## src/rtl/div_seq_dual.sv

```systemverilog
// Radix-2 sequential divider, restoring or non-restoring per operation.
// Optional early termination when |dividend| < |divisor|: DIV_EARLY_TERM_EN.
module div_seq_dual #(
  parameter int N = 8
) (
  input  logic         clk,
  input  logic         reset,
  input  logic         start,
  input  logic         alg_sel,
  input  logic         signed_en,
  input  logic [N-1:0] dividend,
  input  logic [N-1:0] divisor,
  output logic [N-1:0] quotient,
  output logic [N-1:0] remainder,
  output logic         ready,
  output logic         busy,
  output logic         dbz,
  output logic         ovf
);

  localparam int CW = $clog2(N + 1);

  localparam logic [1:0] S_IDLE = 2'd0;
  localparam logic [1:0] S_ITER = 2'd1;
  localparam logic [1:0] S_FIX  = 2'd2;
  localparam logic [1:0] S_DONE = 2'd3;

  localparam logic [N-1:0] MIN_NEG = {1'b1, {(N-1){1'b0}}};

  logic [1:0]    state;
  logic [CW-1:0] cnt;
  logic          alg_q;
  logic          skip_q;
  logic          qneg_q;
  logic          rneg_q;
  logic          ovf_q;
  logic [N-1:0]  dvs_q;
  logic [N-1:0]  qr_q;
  logic [N:0]    pr_q;

  logic [N-1:0]  mag_a;
  logic [N-1:0]  mag_b;
  logic          is_ovf;
  logic          early;

  logic [N+1:0]  sh;
  logic [N+1:0]  dx;
  logic [N+1:0]  trial;
  logic [N:0]    pr_nx;
  logic          q_bit;
  logic [N-1:0]  r_mag;
  logic [N-1:0]  q_fin;
  logic [N-1:0]  r_fin;

  // Operand magnitudes and acceptance-time decisions
  always_comb begin
    mag_a = (signed_en && dividend[N-1]) ? -dividend : dividend;
    mag_b = (signed_en && divisor[N-1]) ? -divisor : divisor;
    is_ovf = signed_en && (dividend == MIN_NEG) && (&divisor);
`ifdef DIV_EARLY_TERM_EN
    early = (divisor != '0) && (mag_a < mag_b);
`else
    early = 1'b0;
`endif
  end

  // One radix-2 step; restoring never holds a negative remainder
  always_comb begin
    sh    = {pr_q, qr_q[N-1]};
    dx    = {2'b00, dvs_q};
    trial = (alg_q && pr_q[N]) ? sh + dx : sh - dx;
    pr_nx = trial[N:0];
    q_bit = ~trial[N+1];
    if (!alg_q && trial[N+1]) begin
      pr_nx = sh[N:0];
      q_bit = 1'b0;
    end
  end

  // Final remainder correction and sign application
  always_comb begin
    r_mag = pr_q[N] ? (pr_q[N-1:0] + dvs_q) : pr_q[N-1:0];
    q_fin = qneg_q ? -qr_q : qr_q;
    r_fin = rneg_q ? -r_mag : r_mag;
  end

  // Control FSM and datapath registers
  always_ff @(posedge clk or negedge reset) begin
    if (!reset) begin
      state     <= S_IDLE;
      cnt       <= '0;
      alg_q     <= 1'b0;
      skip_q    <= 1'b0;
      qneg_q    <= 1'b0;
      rneg_q    <= 1'b0;
      ovf_q     <= 1'b0;
      dvs_q     <= '0;
      qr_q      <= '0;
      pr_q      <= '0;
      quotient  <= '0;
      remainder <= '0;
      dbz       <= 1'b0;
      ovf       <= 1'b0;
    end else begin
      unique case (state)
        S_IDLE: begin
          if (start) begin
            alg_q  <= alg_sel;
            dbz    <= 1'b0;
            ovf    <= 1'b0;
            qneg_q <= signed_en & (dividend[N-1] ^ divisor[N-1]);
            rneg_q <= signed_en & dividend[N-1];
            ovf_q  <= is_ovf;
            dvs_q  <= mag_b;
            qr_q   <= mag_a;
            pr_q   <= '0;
            skip_q <= 1'b0;
            // Short-circuit results land now; FIX only pads the latency
            unique case (1'b1)
              (divisor == '0): begin
                quotient  <= '1;
                remainder <= dividend;
                dbz       <= 1'b1;
                skip_q    <= 1'b1;
                state     <= S_FIX;
              end
              early: begin
                quotient  <= '0;
                remainder <= dividend;
                skip_q    <= 1'b1;
                state     <= S_FIX;
              end
              default: begin
                cnt   <= CW'(N);
                state <= S_ITER;
              end
            endcase
          end
        end
        S_ITER: begin
          pr_q <= pr_nx;
          qr_q <= {qr_q[N-2:0], q_bit};
          cnt  <= cnt - 1'b1;
          if (cnt == CW'(1)) state <= S_FIX;
        end
        S_FIX: begin
          if (!skip_q) begin
            if (ovf_q) begin
              quotient  <= MIN_NEG;
              remainder <= '0;
              ovf       <= 1'b1;
            end else begin
              quotient  <= q_fin;
              remainder <= r_fin;
            end
          end
          state <= S_DONE;
        end
        S_DONE: begin
          state <= S_IDLE;
        end
        default: begin
          state <= S_IDLE;
        end
      endcase
    end
  end

  // Status decoded straight from the state register
  always_comb begin
    ready = (state == S_DONE);
    busy  = (state != S_IDLE);
  end

endmodule

```

## config.mk

```make
export PLATFORM = sky130hd
export DESIGN_NAME = div_seq_dual
export DESIGN_NICKNAME = d
export VERILOG_FILES = /design/src/rtl/div_seq_dual.sv
export SDC_FILE = /design/constraint.sdc
export NUM_CORES = 1
export LEC_CHECK = 0
export BUFFER_PORTS_ARGS = -buffer_cell sky130_fd_sc_hd__buf_2
export CAP_MARGIN = 30
export CORE_MARGIN = 2
export CORE_UTILIZATION = 45
export CTS_CLUSTER_DIAMETER = 100
export DETAILED_ROUTE_END_ITERATION = 7
export PLACE_DENSITY = 0.69
export SLEW_MARGIN = 20
export SYNTH_ARGS = -nofsm -noshare
export SYNTH_HDL_FRONTEND = slang
export SYNTH_SLANG_ARGS = --single-unit
```

## constraint.sdc

```tcl
create_clock -name clk -period 9.7 [get_ports clk]
set_input_delay 0.97 -clock clk [delete_from_list [all_inputs] [get_ports clk]]
set_output_delay 0.97 -clock clk [all_outputs]
set_load 0.02 [all_outputs]
```

### Word-level counts from Yosys, hierarchy flattened

Cells that the tools add are included.

| storage, ports and cells | value |
|---|---|
| flip-flop bits (word level) | 53 |
| input bits | 21 |
| logic and storage cells | 89 |

| operators by class | value |
|---|---|
| add/sub/neg operators | 8 |
| eq/ne operators | 11 |
| mux-type cells | 34 |
| bitwise operators | 4 |
| reductions and logical operators | 19 |

Operator list:

| cell | count |
|---|---|
| $mux W8 | 14 |
| $pmux W8 S2 | 3 |
| $neg A8 Y8 | 4 |
| $mux W9 | 2 |
| $pmux W9 S2 | 1 |
| $ne A2 B2 Y1 const B | 6 |
| $add A10 B8 Y10 | 1 |
| $mux W10 | 1 |
| $sub A10 B8 Y10 | 1 |
| $add A8 B8 Y8 | 1 |
| $eq A8 B8 Y1 const B | 1 |
| $logic_not A8 Y1 | 1 |
| $mux W4 | 2 |
| $pmux W2 S4 | 1 |
| $pmux W4 S2 | 1 |
| $reduce_and A4 Y1 | 2 |
| $reduce_and A8 Y1 | 1 |
| $logic_and A1 B1 Y1 | 6 |
| $mux W2 | 3 |
| $reduce_and A2 Y1 | 3 |
| $reduce_bool A2 Y1 | 3 |
| $mux W1 | 5 |
| $eq A2 B2 Y1 const B | 2 |
| $eq A4 B1 Y1 const B | 1 |
| other kinds (9) | 10 |

### Longest topological paths before layout

Gate-level depths: netlist (run 1).

| logic depth | value |
|---|---|
| depth in word-level cells | 7 |
| depth in mapped cells | 13 |
| gate-level depth less buffers | 13 |

### Worst setup path before layout (run 1)

No wires, ideal clock.

| timing path | value |
|---|---|
| path type | register -> register |
| start point | register pr_q[8] |
| end point | register pr_q[7] |
| setup time | 122 ps |
| arrival time | 3,182 ps |
| data required time | 9,578 ps |
| path slack | 6,397 ps |
| cell stages (with the launch flop) | 13 |
| buffers on the path | 2 |
| cells stage by stage | dfrtp_1 -> clkbuf_1 -> and2_0 -> clkbuf_1 -> mux2_2 -> ha_1 -> a21oi_1 -> o21ai_0 -> a21oi_1 -> o21a_1 -> mux2i_4 -> nand2_1 -> a32o_1 |

| on the way | value |
|---|---|
| word-level cells in the longest chain between the ends | 5 |

Ends and longest elaborated chain:

| element | RTL line | source |
|---|---|---|
| start, declared | 39 | `logic [N:0] pr_q;` |
| start signal, assigned | 141 | `pr_q <= pr_nx;` |
| $sub A10 B8 Y10 (tied with other cells) | 71 | `trial = (alg_q && pr_q[N]) ? sh + dx : sh - dx;` |
| $mux W10 * | 71 |  |
| $logic_and A1 B1 Y1 | 74 | `if (!alg_q && trial[N+1]) begin` |
| $mux W9 * | 74 |  |
| $pmux W9 S2 * | 105 | `unique case (state)` |

Mark *: on every way between the ends. The rest lies on a longest branch, timed or not.
A chain may end at the register's enable or synchronous reset.

### Worst setup path after layout (run 1)

Ends and elaborated chain as after synthesis.

==> metrics.yaml, run 1 <==
placement:
  gp_congestion: 0.936
  io_buffers: 40
  dp_slack_ns: 6.11
  hpwl_um: 7410
job:
  cap_violations: 0
logic_synthesis:
  synth_edf_count: 0
  synth_most_common_cell: "dfrtp_1"
  syn-cell-area_um2: 4190
  async_reset_ff_share_pct: 100
  synthesis.nets: 548
  synthTopCellsByCount: "53 x dfrtp_1, 49 x nand2_1, 45 x o21ai_0"
  yosysSeqAreaShare_pct: 31.7
  ys_types: 64
  syn_area_per_cell_um2: 8.42
  synth_top_area_share_pct: 31.7
  syn_inst: 497
  synth_seq_cells: 53
  yosys_warnings: 0
  ys.flop_type: "dfrtp_1"
  ys_top_cells_by_area: "dfrtp_1 32%, ha_1 8.4%, o21ai_0 5.4%"
  synth_top_cell_by_area: "dfrtp_1"
sta:
  fmax_mhz: 277
  grt_setup_unrepaired: "false"
  finalCriticalPeriod_ns: 3.62
  tightestPinTransition_ns: 0.799
  post-route-period-util_pct: 37.3
  setup_violations: 0
  setup_ws_ns: 6.08
  slew_headroom_pct: 46.7
  hold_viol: 0
  finalSetupTns_ns: 0
  maxSlewViolCount: 0
  fin_skew_ns: 0.0148
final_layout:
  diodes: 0
  fillers: 876
  syn_to_final_growth_pct: 9.53
  multi_input_area_um2: 2670
  layout-drive-gt1-share_pct: 13.1
  nets: 575
  register_area_um2: 1330
routing:
  post-route-drc-count: 0
  drtIter0Drc: 170
  wl_per_cell_um: 15.3
  wl_met1_um: 4700
  route.vias.total: 3636
  final_antenna_net_count: 0
  wirelength_um: 9740
  wl_met3_um: 362
  dr.pass1.iters: 5
  via_per_inst: 5.72
  met2WireLength_um: 4610
  dr.max_layer_used: "met4"
clock_network:
  clock_latency_ns: 0.32
  ctsHoldBuffers: 0
  htreeDepth: 2
  cts.sinks: 53
  clock_path_buffers: 2
  ctsResizeCount: 0
  cts_setup_buffers: 0
  cts_made_buffers: 5
  cts_tree: "done"
  clk_pin_slew_worst_paths_ns: 0.11
  root_buffer: "clkbuf_8"
die:
  core_area_um2: 9150
  io_pins: 41
  dieWidth_um: 100
  row_count: 35
  dieArea_um2: 10100
  start_util_pct: 45.7
  die_h_um: 100
global_route:
  grt_max_degree: 54
  grt_util_all_layers_pct: 20.2
  grt_pass1_wl_um: 16600
  grt_antenna_before_repair: 0
  grt_pass1_vias: 3502
  grt.overflow.total: 0
setup_path:
  arrival_ns: 3.81
  path_cells: "and2_0 > mux2_2 > ha_1 > a21oi_1 > o21ai_0 > a21oi_1 > o21a_1 > mux2i_4 > nand2_1 > a32o_1"
  max_stage_delay_ns: 0.70
  critPathKind: "flop to flop"
  cpMaxStageDelayCell: "dfrtp_1"
  critPathMaxFanout: 15
  cp-start-kind: "flop"
  critical_path_required_ns: 9.90
  worstSetupEndpointType: "flop"
  crit_path_frequent_cell: "a21oi_1"
pwr:
  internal_power_mw: 0.914
  clkPwrFrac_pct: 8.8
  switching_share_pct: 48.9
  net-switching-power_mw: 0.874
  p_leak_nw: 1.99
  combPwrFrac_pct: 66.4
  power_density_nw_per_um2: 390
  irDropWorstVdd_mv: 0.162
  seq_power_share_pct: 24.8
status:
  status: "completed"
worst_hold_path:
  hold_path.class: "flop to flop"
per-stage QoR:
stage	power [mW]	std cells	hold slack, ns	cell area, um2	util (%)
2_1_floorplan	1.37	497	0.497	4190	-
3_3_place_gp	1.59	627	0.471	4460	48.7
3_5_place_dp	1.63	627	0.476	4460	48.7
4_1_cts	1.79	635	0.500	4570	50.0
5_1_grt	1.97	636	0.522	4590	50.1
6_report	1.79	636	0.495	4590	50.1
path summary, 6_finish.rpt:
path / start / slack (ns) / endpoint / depth (start not counted)
max in group asynchronous: reset / 8.46 / qr_q[7] / 2
min in group asynchronous: reset / 0.78 / dvs_q[2] / 2
hold / removal: quotient[4] / 0.49 / quotient[4] / 1
setup / recovery: pr_q[8] / 6.08 / pr_q[7] / 10
setup reg to reg: pr_q[8] / 6.08 / pr_q[7] / 10
hold reg to reg: quotient[4] / 0.49 / quotient[4] / 1
power by group through the flow:
stage | Combinational, mW | Sequential (mW) | Clock (mW)
6_report | 1.19 | 0.444 | 0.157
5_1_grt | 1.34 | 0.460 | 0.169
4_1_cts | 1.19 | 0.442 | 0.158
3_5_place_dp | 1.19 | 0.447 | 0
3_3_place_gp | 1.15 | 0.443 | 0
2_1_floorplan | 0.938 | 0.427 | 0
sequential cells by signal (all words and copies together), names as in the netlist:
| signal | count |
|---|---|
| pr_q | 9 |
| dvs_q | 8 |
| qr_q | 8 |
| quotient | 8 |
| remainder | 8 |
| cnt | 4 |
| state | 2 |
| alg_q | 1 |
| ovf | 1 |
| ovf_q | 1 |
| qneg_q | 1 |
| rneg_q | 1 |
| skip_q | 1 |
logic make-up after synthesis:
kind of cell,share of synthesized area (%)
flip-flops,31.7
multiplexers,4.45
adder cells (fa/ha/maj),9.32
AO/OA/AOI/OAI,22.9
AND/OR/NAND/NOR,18.8
XOR/XNOR,7.95
buffers and inverters,4.84
critical path: cells and delay by family, from the launching register on:
family | cells | cell delay (ns)
AO/OA/AOI/OAI | 5 | 1.08
adder cells (fa/ha/maj) | 1 | 0.28
flip-flops | 1 | 0.70
multiplexers | 2 | 0.92
AND/OR/NAND/NOR | 2 | 0.54
cell type report:
cell class | instances | share of cell area (%)
clock buffers | 5 | 1.50
multi-input cells | 391 | 58.1
well taps | 111 | 3.03
repair buffers | 44 | 5.10
inverters | 29 | 2.37
flip-flops and latches | 53 | 28.9
clock inverters | 3 | 0.955
per-layer routing:
metal  vias to the layer above  track usage (%)
li1                       1825                -
met1                      1731             28.4
met2                        74             33.5
met3                         6             2.84
met4                         0             4.11
met5                         -                0
placed cells by master, fill, tap and decap left out, drive strengths merged, types with 4 or more instances in the layout:
cell / count
a21oi: 38
nand2: 49
mux2i: 14
nor2b: 12
o221ai: 4
xnor2: 20
dfrtp: 53
buf: 44
nor3: 11
a211oi: 4
nand2b: 5
o21ai: 45
o31ai: 7
ha: 28
or3: 7
nand4: 6
inv: 30
o21a: 9
nor2: 37
nand3: 9
o211ai: 7
a31oi: 6
clkbuf: 5
xor2: 18
Power figures use the tool's default switching activity.
==> run 2: changes to the inputs <==
- PLACE_DENSITY: 0.69 -> 0.72
- clock period: 9.7 -> 3.1 ns (I/O delays scaled with it)
==> metrics.yaml, run 2 (synthesis results as in run 1) <==
die:
  dieArea_um2: 10100  # unchanged
  row_count: 35  # unchanged
  start_util_pct: 45.7  # unchanged
  die_h_um: 100  # unchanged
  core_area_um2: 9150  # unchanged
  io_pins: 41  # unchanged
  dieWidth_um: 100  # unchanged
routing:
  dr.pass1.iters: 6  # was 5
  post-route-drc-count: 0  # unchanged
  drtIter0Drc: 266  # was 170
  final_antenna_net_count: 0  # unchanged
  wl_per_cell_um: 15.4  # was 15.3 um
  route.vias.total: 3757  # was 3636
  wirelength_um: 10000  # was 9740 um
  via_per_inst: 5.76  # was 5.72
pwr:
  p_leak_nw: 2.09  # was 1.99 nW
  power_density_nw_per_um2: 1260  # was 390 nW/um2
  irDropWorstVdd_mv: 0.680  # was 0.162 mV
clock_network:
  root_buffer: "clkbuf_8"  # unchanged
  cts.sinks: 53  # unchanged
  ctsHoldBuffers: 0  # unchanged
  clk_pin_slew_worst_paths_ns: 0.10  # was 0.11 ns
  clock_latency_ns: 0.32  # about the same
  cts_tree: "done"  # unchanged
  cts_made_buffers: 5  # unchanged
  clock_path_buffers: 2  # unchanged
  htreeDepth: 2  # unchanged
placement:
  gp_congestion: 0.901  # was 0.936
  hpwl_um: 7640  # was 7410 um
  io_buffers: 40  # unchanged
  dp_slack_ns: 0.0670  # was 6.11 ns
  placed_cells: 642  # was 627
global_route:
  grt_pass1_wl_um: 16600  # about the same
  top_usage_layer: "met2"  # unchanged
  met2_usage_pct: 32.8  # was 33.5%
  grt_pass1_vias: 3513  # was 3502
  grt.overflow.total: 0  # unchanged
  grt_antenna_before_repair: 0  # unchanged
  grt_use_met3_pct: 2.70  # was 2.84%
  grt_util_all_layers_pct: 20.3  # was 20.2%
  grt_max_degree: 34  # was 54
  grt_use_met1_pct: 29.2  # was 28.4%
sta:
  fin_hold_ws_ns: 0.0649  # was 0.495 ns
  hold_viol: 0  # unchanged
  tightestPinTransition_ns: 0.768  # was 0.799 ns
  setup_ws_ns: 0.164  # was 6.08 ns
  maxSlewViolCount: 0  # unchanged
  slew_headroom_pct: 48.8  # was 46.7%
  fin_skew_ns: 0.0113  # was 0.0148 ns
  finalCriticalPeriod_ns: 2.94  # was 3.62 ns
  post-route-period-util_pct: 94.7  # was 37.3%
  fmax_mhz: 341  # was 277 MHz
  setup_violations: 0  # unchanged
final_layout:
  fillers: 856  # was 876
  layout-drive-gt1-share_pct: 17.2  # was 13.1%
  layout_common_cells: "53 x dfrtp_1, 49 x nand2_1, 44 x o21ai_0"  # was 53 x dfrtp_1, 49 x nand2_1, 45 x o21ai_0
  top_register: "pr_q"  # unchanged
  diodes: 0  # unchanged
  nets: 591  # was 575
  syn_to_final_growth_pct: 14.2  # was 9.53%
  layout_commonest_cell: "dfrtp_1"  # unchanged
  largest_register_ffs: 9  # unchanged
  fin_cells: 652  # was 636
job:
  cap_violations: 0  # unchanged
setup_path:
  critPathMaxFanout: 10  # was 15
  worstSetupStartpoint: "dvs_q[0]"  # was pr_q[8]
  worstSetupEndpointType: "flop"  # unchanged
  arrival_ns: 3.14  # was 3.81 ns
  critPathKind: "flop to flop"  # unchanged
  critical_path_required_ns: 3.31  # was 9.90 ns
  r2r_setup_slack_ns: 0.16  # was 6.08 ns
  reg2reg_depth: 14  # was 10
  rr_endpoint: "pr_q[7]"  # unchanged
  cp-start-kind: "flop"  # unchanged
  crit_end: "pr_q[7]"  # unchanged
  worstReg2RegStart: "dvs_q[0]"  # was pr_q[8]
status:
  status: "completed"  # unchanged
worst_hold_path:
  hold_path.class: "primary input to async pin"  # was flop to flop
-- run 2: worst min path at each step --
stage	cells past startpoint	from	endpoint
floorplan	0	reset	alg_q
global placement	1	reset	alg_q
detailed placement	1	reset	dvs_q[7]
CTS	1	reset	state[0]
global route	1	reset	ovf_q
finish	1	reset	ovf_q
-- run 2: what timing repair did --
| item | CTS | global route |
|---|---|---|
| buffers inserted | 0 | 2 |
| setup endpoints to repair | 0 | 10 |
| resized for setup | 0 | 13 |
-- run 2: routing by layer --
metal	vias up	routed length, um
li1	1857	-
met1	1796	4660
met2	92	4800
met3	12	454
met4	0	132
met5	-	0
-- run 2: final cells by class --
cell class	instances	area (um2)	area share (%)
clock buffers	6	82.6	1.73
well taps	111	139	2.90
inverters	29	109	2.28
repair buffers	60	375	7.85
multi-input cells	391	2710	56.7
flip-flops and latches	53	1330	27.7
clock inverters	2	37.5	0.785
-- run 2: per-stage QoR --
step	setup TNS [ns]	util (%)	cell area (um2)	total power, mW
6_report	0	52.2	4780	6.02
5_1_grt	-0.0170	52.2	4780	6.56
4_1_cts	0	51.6	4720	5.88
3_5_place_dp	0	50.3	4600	5.35
3_3_place_gp	0	50.3	4600	5.20
2_1_floorplan	0	-	4190	4.27
-- run 2: worst max-delay path, stage by stage (launching register included) --
cell and delay, ns:
dfrtp_1 0.43, inv_1 0.07, ha_1 0.16, nor2b_4 0.18, a21oi_2 0.07, xor2_1 0.15, ha_1 0.35, o21ai_0 0.10
inv_1 0.11, a21oi_2 0.08, o21a_2 0.25, mux2i_4 0.19, buf_12 0.15, or2_2 0.27, a32o_1 0.24
-- run 2: power by group --
group	switching (mW)	internal, mW	total, mW
Sequential	0.354	0.985	1.34
Combinational	2.27	1.90	4.17
Clock	0.241	0.263	0.504
Total	2.87	3.15	6.02
